<file path="src/rtl/alu_pkg.sv">
// Shared ALU definitions: Boolean function codes and the legality check used
// wherever a bfn field has to be validated.
package alu_pkg;

  localparam logic [3:0] BFN_AND  = 4'b1000;
  localparam logic [3:0] BFN_OR   = 4'b1110;
  localparam logic [3:0] BFN_XOR  = 4'b0110;
  localparam logic [3:0] BFN_BUFF = 4'b1010;

  localparam int unsigned OP_COUNT_W = 16;

  typedef enum logic {
    BUF_EMPTY = 1'b0,
    BUF_FULL  = 1'b1
  } buf_state_e;

  function automatic logic bfn_is_legal(input logic [3:0] bfn);
    return (bfn == BFN_AND) || (bfn == BFN_OR) ||
           (bfn == BFN_XOR) || (bfn == BFN_BUFF);
  endfunction

endpackage

</file>
<file path="src/rtl/bool_arbiter_fu.sv">
// Bitwise Boolean function unit: every result bit is a 2-input LUT lookup of
// the function code, indexed by {b, a} of that bit position.
module bool_arbiter_fu #(
  parameter int DW = 32
) (
  input  logic [DW-1:0] a_i,
  input  logic [DW-1:0] b_i,
  input  logic [3:0]    bfn_i,
  output logic [DW-1:0] y_o
);

  // With {b,a} as the index, the legal codes decode to AND/OR/XOR/pass-A.
  for (genvar gi = 0; gi < DW; gi++) begin : g_bit
    assign y_o[gi] = bfn_i[{b_i[gi], a_i[gi]}];
  end

endmodule

</file>
<file path="src/rtl/bool_arbiter.sv">
// Two-port arbiter in front of a shared Boolean function unit, with a
// one-entry registered result buffer and valid/ready backpressure.
module bool_arbiter
  import alu_pkg::*;
#(
  parameter int DW         = 32,
  parameter bit FIXED_PRIO = 1'b0
) (
  input  logic                  clk,
  input  logic                  rst_n,
  input  logic                  req0_valid,
  output logic                  req0_ready,
  input  logic [DW-1:0]         req0_a,
  input  logic [DW-1:0]         req0_b,
  input  logic [3:0]            req0_bfn,
  input  logic                  req1_valid,
  output logic                  req1_ready,
  input  logic [DW-1:0]         req1_a,
  input  logic [DW-1:0]         req1_b,
  input  logic [3:0]            req1_bfn,
  output logic                  rsp_valid,
  input  logic                  rsp_ready,
  output logic [DW-1:0]         rsp_data,
  output logic                  rsp_src,
  output logic                  rsp_err,
  output logic [OP_COUNT_W-1:0] op_count
);

  buf_state_e            state_q, state_d;
  logic [DW-1:0]         data_q, data_d;
  logic                  src_q, src_d;
  logic                  err_q, err_d;
  logic [OP_COUNT_W-1:0] count_q, count_d;
  logic                  last_grant_q, last_grant_d;

  logic          grant;
  logic          any_valid;
  logic          can_accept;
  logic          accept;
  logic [DW-1:0] op_a, op_b, fu_y;
  logic [3:0]    op_bfn;
  logic          op_legal;

  // A lone requester always wins; the pointer only breaks ties.
  always_comb begin
    grant = 1'b0;
    if (req0_valid && req1_valid) begin
      grant = FIXED_PRIO ? 1'b0 : ~last_grant_q;
    end else begin
      grant = ~req0_valid;
    end
  end

  assign any_valid  = req0_valid | req1_valid;
  assign can_accept = (state_q == BUF_EMPTY) | rsp_ready;
  assign accept     = can_accept & any_valid;
  assign req0_ready = accept & ~grant;
  assign req1_ready = accept & grant;

  assign op_a   = grant ? req1_a   : req0_a;
  assign op_b   = grant ? req1_b   : req0_b;
  assign op_bfn = grant ? req1_bfn : req0_bfn;

  bool_arbiter_fu #(
    .DW(DW)
  ) u_fu (
    .a_i  (op_a),
    .b_i  (op_b),
    .bfn_i(op_bfn),
    .y_o  (fu_y)
  );

  assign op_legal = bfn_is_legal(op_bfn);

  always_comb begin
    state_d      = state_q;
    data_d       = data_q;
    src_d        = src_q;
    err_d        = err_q;
    count_d      = count_q;
    last_grant_d = last_grant_q;

    if (accept) begin
      // Illegal codes still consume a slot; only the data is forced to zero.
      state_d      = BUF_FULL;
      data_d       = op_legal ? fu_y : '0;
      src_d        = grant;
      err_d        = ~op_legal;
      count_d      = count_q + 1'b1;
      last_grant_d = grant;
    end else if (state_q == BUF_FULL && rsp_ready) begin
      state_d = BUF_EMPTY;
    end
  end

  always_ff @(posedge clk or negedge rst_n) begin
    if (!rst_n) begin
      state_q      <= BUF_EMPTY;
      data_q       <= '0;
      src_q        <= 1'b0;
      err_q        <= 1'b0;
      count_q      <= '0;
      last_grant_q <= 1'b1;
    end else begin
      state_q      <= state_d;
      data_q       <= data_d;
      src_q        <= src_d;
      err_q        <= err_d;
      count_q      <= count_d;
      last_grant_q <= last_grant_d;
    end
  end

  assign rsp_valid = (state_q == BUF_FULL);
  assign rsp_data  = data_q;
  assign rsp_src   = src_q;
  assign rsp_err   = err_q;
  assign op_count  = count_q;

endmodule
</file>
<file path="config.mk">
export PLATFORM = sky130hd
export DESIGN_NAME = bool_arbiter
export DESIGN_NICKNAME = d
export VERILOG_FILES = /design/src/rtl/alu_pkg.sv /design/src/rtl/bool_arbiter_fu.sv /design/src/rtl/bool_arbiter.sv
export SDC_FILE = /design/constraint.sdc
export NUM_CORES = 1
export LEC_CHECK = 0
export CAP_MARGIN = 20
export CELL_PAD_IN_SITES_DETAIL_PLACEMENT = 1
export CELL_PAD_IN_SITES_GLOBAL_PLACEMENT = 1
export CORE_MARGIN = 1.5
export CORE_UTILIZATION = 34
export DETAILED_ROUTE_END_ITERATION = 8
export PLACE_DENSITY_LB_ADDON = 0.1
export SKIP_CTS_REPAIR_TIMING = 1
export SYNTH_ARGS = -nofsm -noshare
export SYNTH_HDL_FRONTEND = slang
export SYNTH_SLANG_ARGS = --single-unit
</file>
<file path="constraint.sdc">
create_clock -name clk -period 2.4 [get_ports clk]
set_clock_uncertainty 0.2 [all_clocks]
set_input_delay 0.48 -clock clk [delete_from_list [all_inputs] [get_ports clk]]
set_output_delay 0.48 -clock clk [all_outputs]
set_load 0.01 [all_outputs]
</file>
* Word level (Yosys, flattened, before mapping)
Index checks and enable logic that the tools add are counted. W data, S select, Z words.
Word-level totals: register bits 52, word-level logic and storage cells 130
Cells by class: $add $sub $neg 1, order comparisons 32, eq/ne operators 4, muxes and demuxes 71, bitwise operators 10, reduce and logical (&&, ||, !) cells 6
Operator list (count):
- $lt A2 B3 Y1 const B | 32
- $mux W32 | 3
- $bmux W1 S2 | 32
- $mux W1 | 35
- $add A16 B1 Y16 const B | 1
- $eq A4 B4 Y1 const B | 3
- $not A1 Y1 | 5
- $eq A4 B3 Y1 const B | 1
- $mux W4 | 1
- $and A1 B1 Y1 | 3
- $logic_or A1 B1 Y1 | 3
- $logic_and A1 B1 Y1 | 2
- $or A1 B1 Y1 | 2
- $reduce_bool A2 Y1 | 1

* Logic depth before layout (Yosys ltp)
word-level depth 8, depth in mapped cells 5, depth with buffers taken out 4

* Modules after synthesis
A second synthesis with hierarchy kept.
Unflattened totals: cells, all modules 342, area total of the unflattened synthesis 3809.9 um^2
Modules (own cells, without submodules):
- bool_arbiter | instances 1, cells each 298, area each 3029.2 um^2, seq. area each 1302.5 um^2
- bool_arbiter_fu | instances 1, cells each 44, area each 780.7 um^2, seq. area each 0.0 um^2

* Worst setup path before layout
No wires, ideal clock.
path kind register to output, start point register state_q, in the netlist rsp_valid, end point output port req1_ready, data arrival time 1079 ps, data required time 1720 ps, setup slack 641 ps, cell stages (with the launch flop) 4, buffers on the path 1, cell sequence dfrtp_1 nor2b_4 a211oi_4 buf_2
Between the ends: word-level cells in the longest chain between the ends 4
Ends and longest elaborated chain:
- from (decl) | line bool_arbiter.sv:29 | buf_state_e state_q, state_d;
- from (signal assigned) | line bool_arbiter.sv:105 | state_q <= state_d;
- $not A1 Y1 | line bool_arbiter.sv:55 | assign can_accept = (state_q == BUF_EMPTY) | rsp_ready;
- $or A1 B1 Y1 | line bool_arbiter.sv:55
- $and A1 B1 Y1 | line bool_arbiter.sv:56 | assign accept = can_accept & any_valid;
- $and A1 B1 Y1 | line bool_arbiter.sv:58 | assign req1_ready = accept & grant;
- to (decl) | line bool_arbiter.sv:17 | output logic req1_ready,
No other way between the ends.

* Final worst setup path
start point input port rsp_ready, end point output port req1_ready
Between the ends: word-level cells in the longest chain between the ends 3
Ends and longest elaborated chain:
- from (decl) | line bool_arbiter.sv:22 | input logic rsp_ready,
- $or A1 B1 Y1 | line bool_arbiter.sv:55
- $and A1 B1 Y1 | line bool_arbiter.sv:56
- $and A1 B1 Y1 | line bool_arbiter.sv:58
No other way between the ends.

==> flow_metrics.tcl <==
set metrics [dict create \
    synth_seq_cells 52 \
    io_pins 194 \
    synth_warnings 0 \
    vias_per_cell 5.730 \
    grt.total_usage 0.2304 \
    min-delay-start "op_count[15]" \
    fmax_mhz 461.9 \
    yosys.area.top_type "mux4_2" \
    layout_commonest_cell "clkdlybuf4s50_1" \
    start_util 0.3486 \
    grt_pass1_vias 4211 \
    hold_viol 0 \
    std_cell_rows 39 \
    cts_tree "yes" \
    grt_overflow_total 0 \
    dieArea_um2 12320 \
    drc 0 \
    worst_r2r_path_depth 5 \
    routed_wl_mm 14.05 \
    dp.final_hpwl_mm 10.50 \
    root_buffer "clkbuf_16" \
    synth_area_leaders "mux4_2, dfrtp_1, a32oi_1" \
    synth.cell_area_um2 3964 \
    die_y_um 111.0 \
    worstHoldEndpoint "op_count[15]" \
    rsz0062_at_grt "false" \
    routedWlPerCell_um 21.58 \
    post-route-period-util 0.9021 \
    coreArea_um2 11370 \
    antenna_found_initial 0 \
    netlist.area_leader.share 0.3636 \
    worstSetupPathType "in -> out" \
    relSlewSlack 0.6227 \
    clk_pin_slew_ps 80 \
    post-route-min-period_ps 2165 \
    drive_gt1_frac 0.2165 \
    antenna_cells 0 \
    placement.io_buffers 193 \
    worstReg2RegEnd "rsp_data[7]" \
    power.leakage_uw 0.002496 \
    clock_path_buffers 2 \
    status "complete, no violations" \
    area_delta_synth_final_pct 59.06 \
    cp_max_fo 3 \
    mostFrequentLayoutCells "clkdlybuf4s50_1, mux4_2, dfrtp_1, nand2_1, nand3_1" \
    setup_viol 0 \
    nets 649 \
    cp-start-kind "input port" \
    drt.antenna.violating_nets 0 \
    drt-pass1-iter-count 4 \
    drtIter0Drc 174 \
    rr_startpoint "rsp_valid" \
    numCtsBuffers 5 \
    worst-r2r-setup-slack_ps 640 \
    final_util 0.5545 \
    cp.arrival_ps 1490 \
    num_vias 3730 \
    grt_max_degree 35 \
    h-tree-depth 2 \
    p_total_uw 3096 \
    hold_path.class "reg -> reg" \
    syn_nets 461 \
    fill_cells 1175 \
    hold_ws_ps 289.3 \
    power_density_nw_per_um2 491.1 \
    syn_avg_cell_area_um2 12.43 \
    worstHoldPathCells 1 \
    gp_congestion 0.8428 \
    synthCells 319 \
    tightest_slew_ps 564.6 \
    synth_cell_types 31 \
    clk_latency_ps 300 \
    ys_seq_area_frac 0.3286 \
    die_w_um 111.0 \
    setup_tns_ps 0 \
    ir_drop_mv 0.3150 \
    grt_pass1_wl_mm 22.60 \
    slew_violations 0 \
    critPathRequiredTime_ps 1720 \
    worstSetupEndpointType "primary output" \
    clock_sinks 52 \
    maxCapViolCount 0 \
]
routing by layer:
| metal | vias up | track usage | share of wire |
|---|---|---|---|
| li1 | 1656 | - | - |
| met1 | 1920 | 0.2771 | 0.39 |
| met2 | 141 | 0.4148 | 0.52 |
| met3 | 13 | 0.06069 | 0.070 |
| met4 | 0 | 0.04872 | 0.014 |
| met5 | - | 0 | 0 |
cell usage after synthesis:
cell type  number
a211oi_4        1
a32oi_1        32
and2_1          1
and3_1          2
buf_2          19
buf_6           3
clkbuf_1       16
clkbuf_2        1
dfrtp_1        51
dfstp_2         1
ha_1            1
inv_1           1
inv_2           1
mux2i_1         2
mux4_2         64
nand2_1        43
nand2b_1        1
nand3_1        36
nand4_1         8
nor2_1          6
nor2_2          3
nor2b_1         1
nor2b_4         1
nor3_1          3
nor3_4          2
o21ai_1         1
o21ai_2         1
o22ai_1         1
o31a_1          1
xnor2_1        13
xor2_1          2
final cells by class:
class / instances / area [µm²] / area share
sequential: 52 / 1303 / 0.2066
inverter: 2 / 7.507 / 0.001191
clock inverter: 3 / 26.28 / 0.004167
multi-input combinational: 226 / 2475 / 0.3925
timing repair buffer: 220 / 2190 / 0.3473
clock buffer: 5 / 125.1 / 0.01985
tap: 143 / 178.9 / 0.02838
cells by family after synthesis:
logic type                 synth area share
muxes                                0.3687
buffers and inverters               0.05082
adders and majority gates          0.003156
AOI/OAI and AO/OA                   0.08302
xor gates and xnor gates            0.03314
DFF                                  0.3286
and+or+nand+nor                      0.1326
worst max-delay path by stage:
stage                       endpoint       start  cells past startpoint  slack (ps)
after floorplan           req1_ready   rsp_valid                      3         640
after global placement    req1_ready   rsp_ready                      4        -150
after detailed placement  req0_ready  req0_valid                      4        -160
after CTS                 req0_ready  req0_valid                      4        -180
after global routing      req1_ready   rsp_ready                      4         180
final                     req1_ready   rsp_ready                      4         230
registers in the layout, indices dropped and copies added, names as in the netlist:
register      count
last_grant_q      1
op_count         16
rsp_data         32
rsp_err           1
rsp_src           1
rsp_valid         1
per-stage QoR:
stage / setup slack, ps / instances / instance area [µm²]
2_1_floorplan: 641.4 / 319 / 3964
3_3_place_gp: -151.2 / 642 / 6133
6_report: 234.9 / 651 / 6305
3_5_place_dp: -163.4 / 642 / 6133
4_1_cts: -176.0 / 650 / 6285
5_1_grt: 183.8 / 651 / 6305
worst max-delay path, stage by stage:
cell and delay [ps]:
clkdlybuf4s50_1 510, nor2b_4 80, a211oi_4 220, dlymetal6s2s_1 190
power breakdown:
group          internal (µW)  switching, µW  total (µW)
Sequential              1000            127        1130
Clock                    397            357         754
Combinational            722            492        1210
No activity file was read; power rests on OpenSTA's default activity.
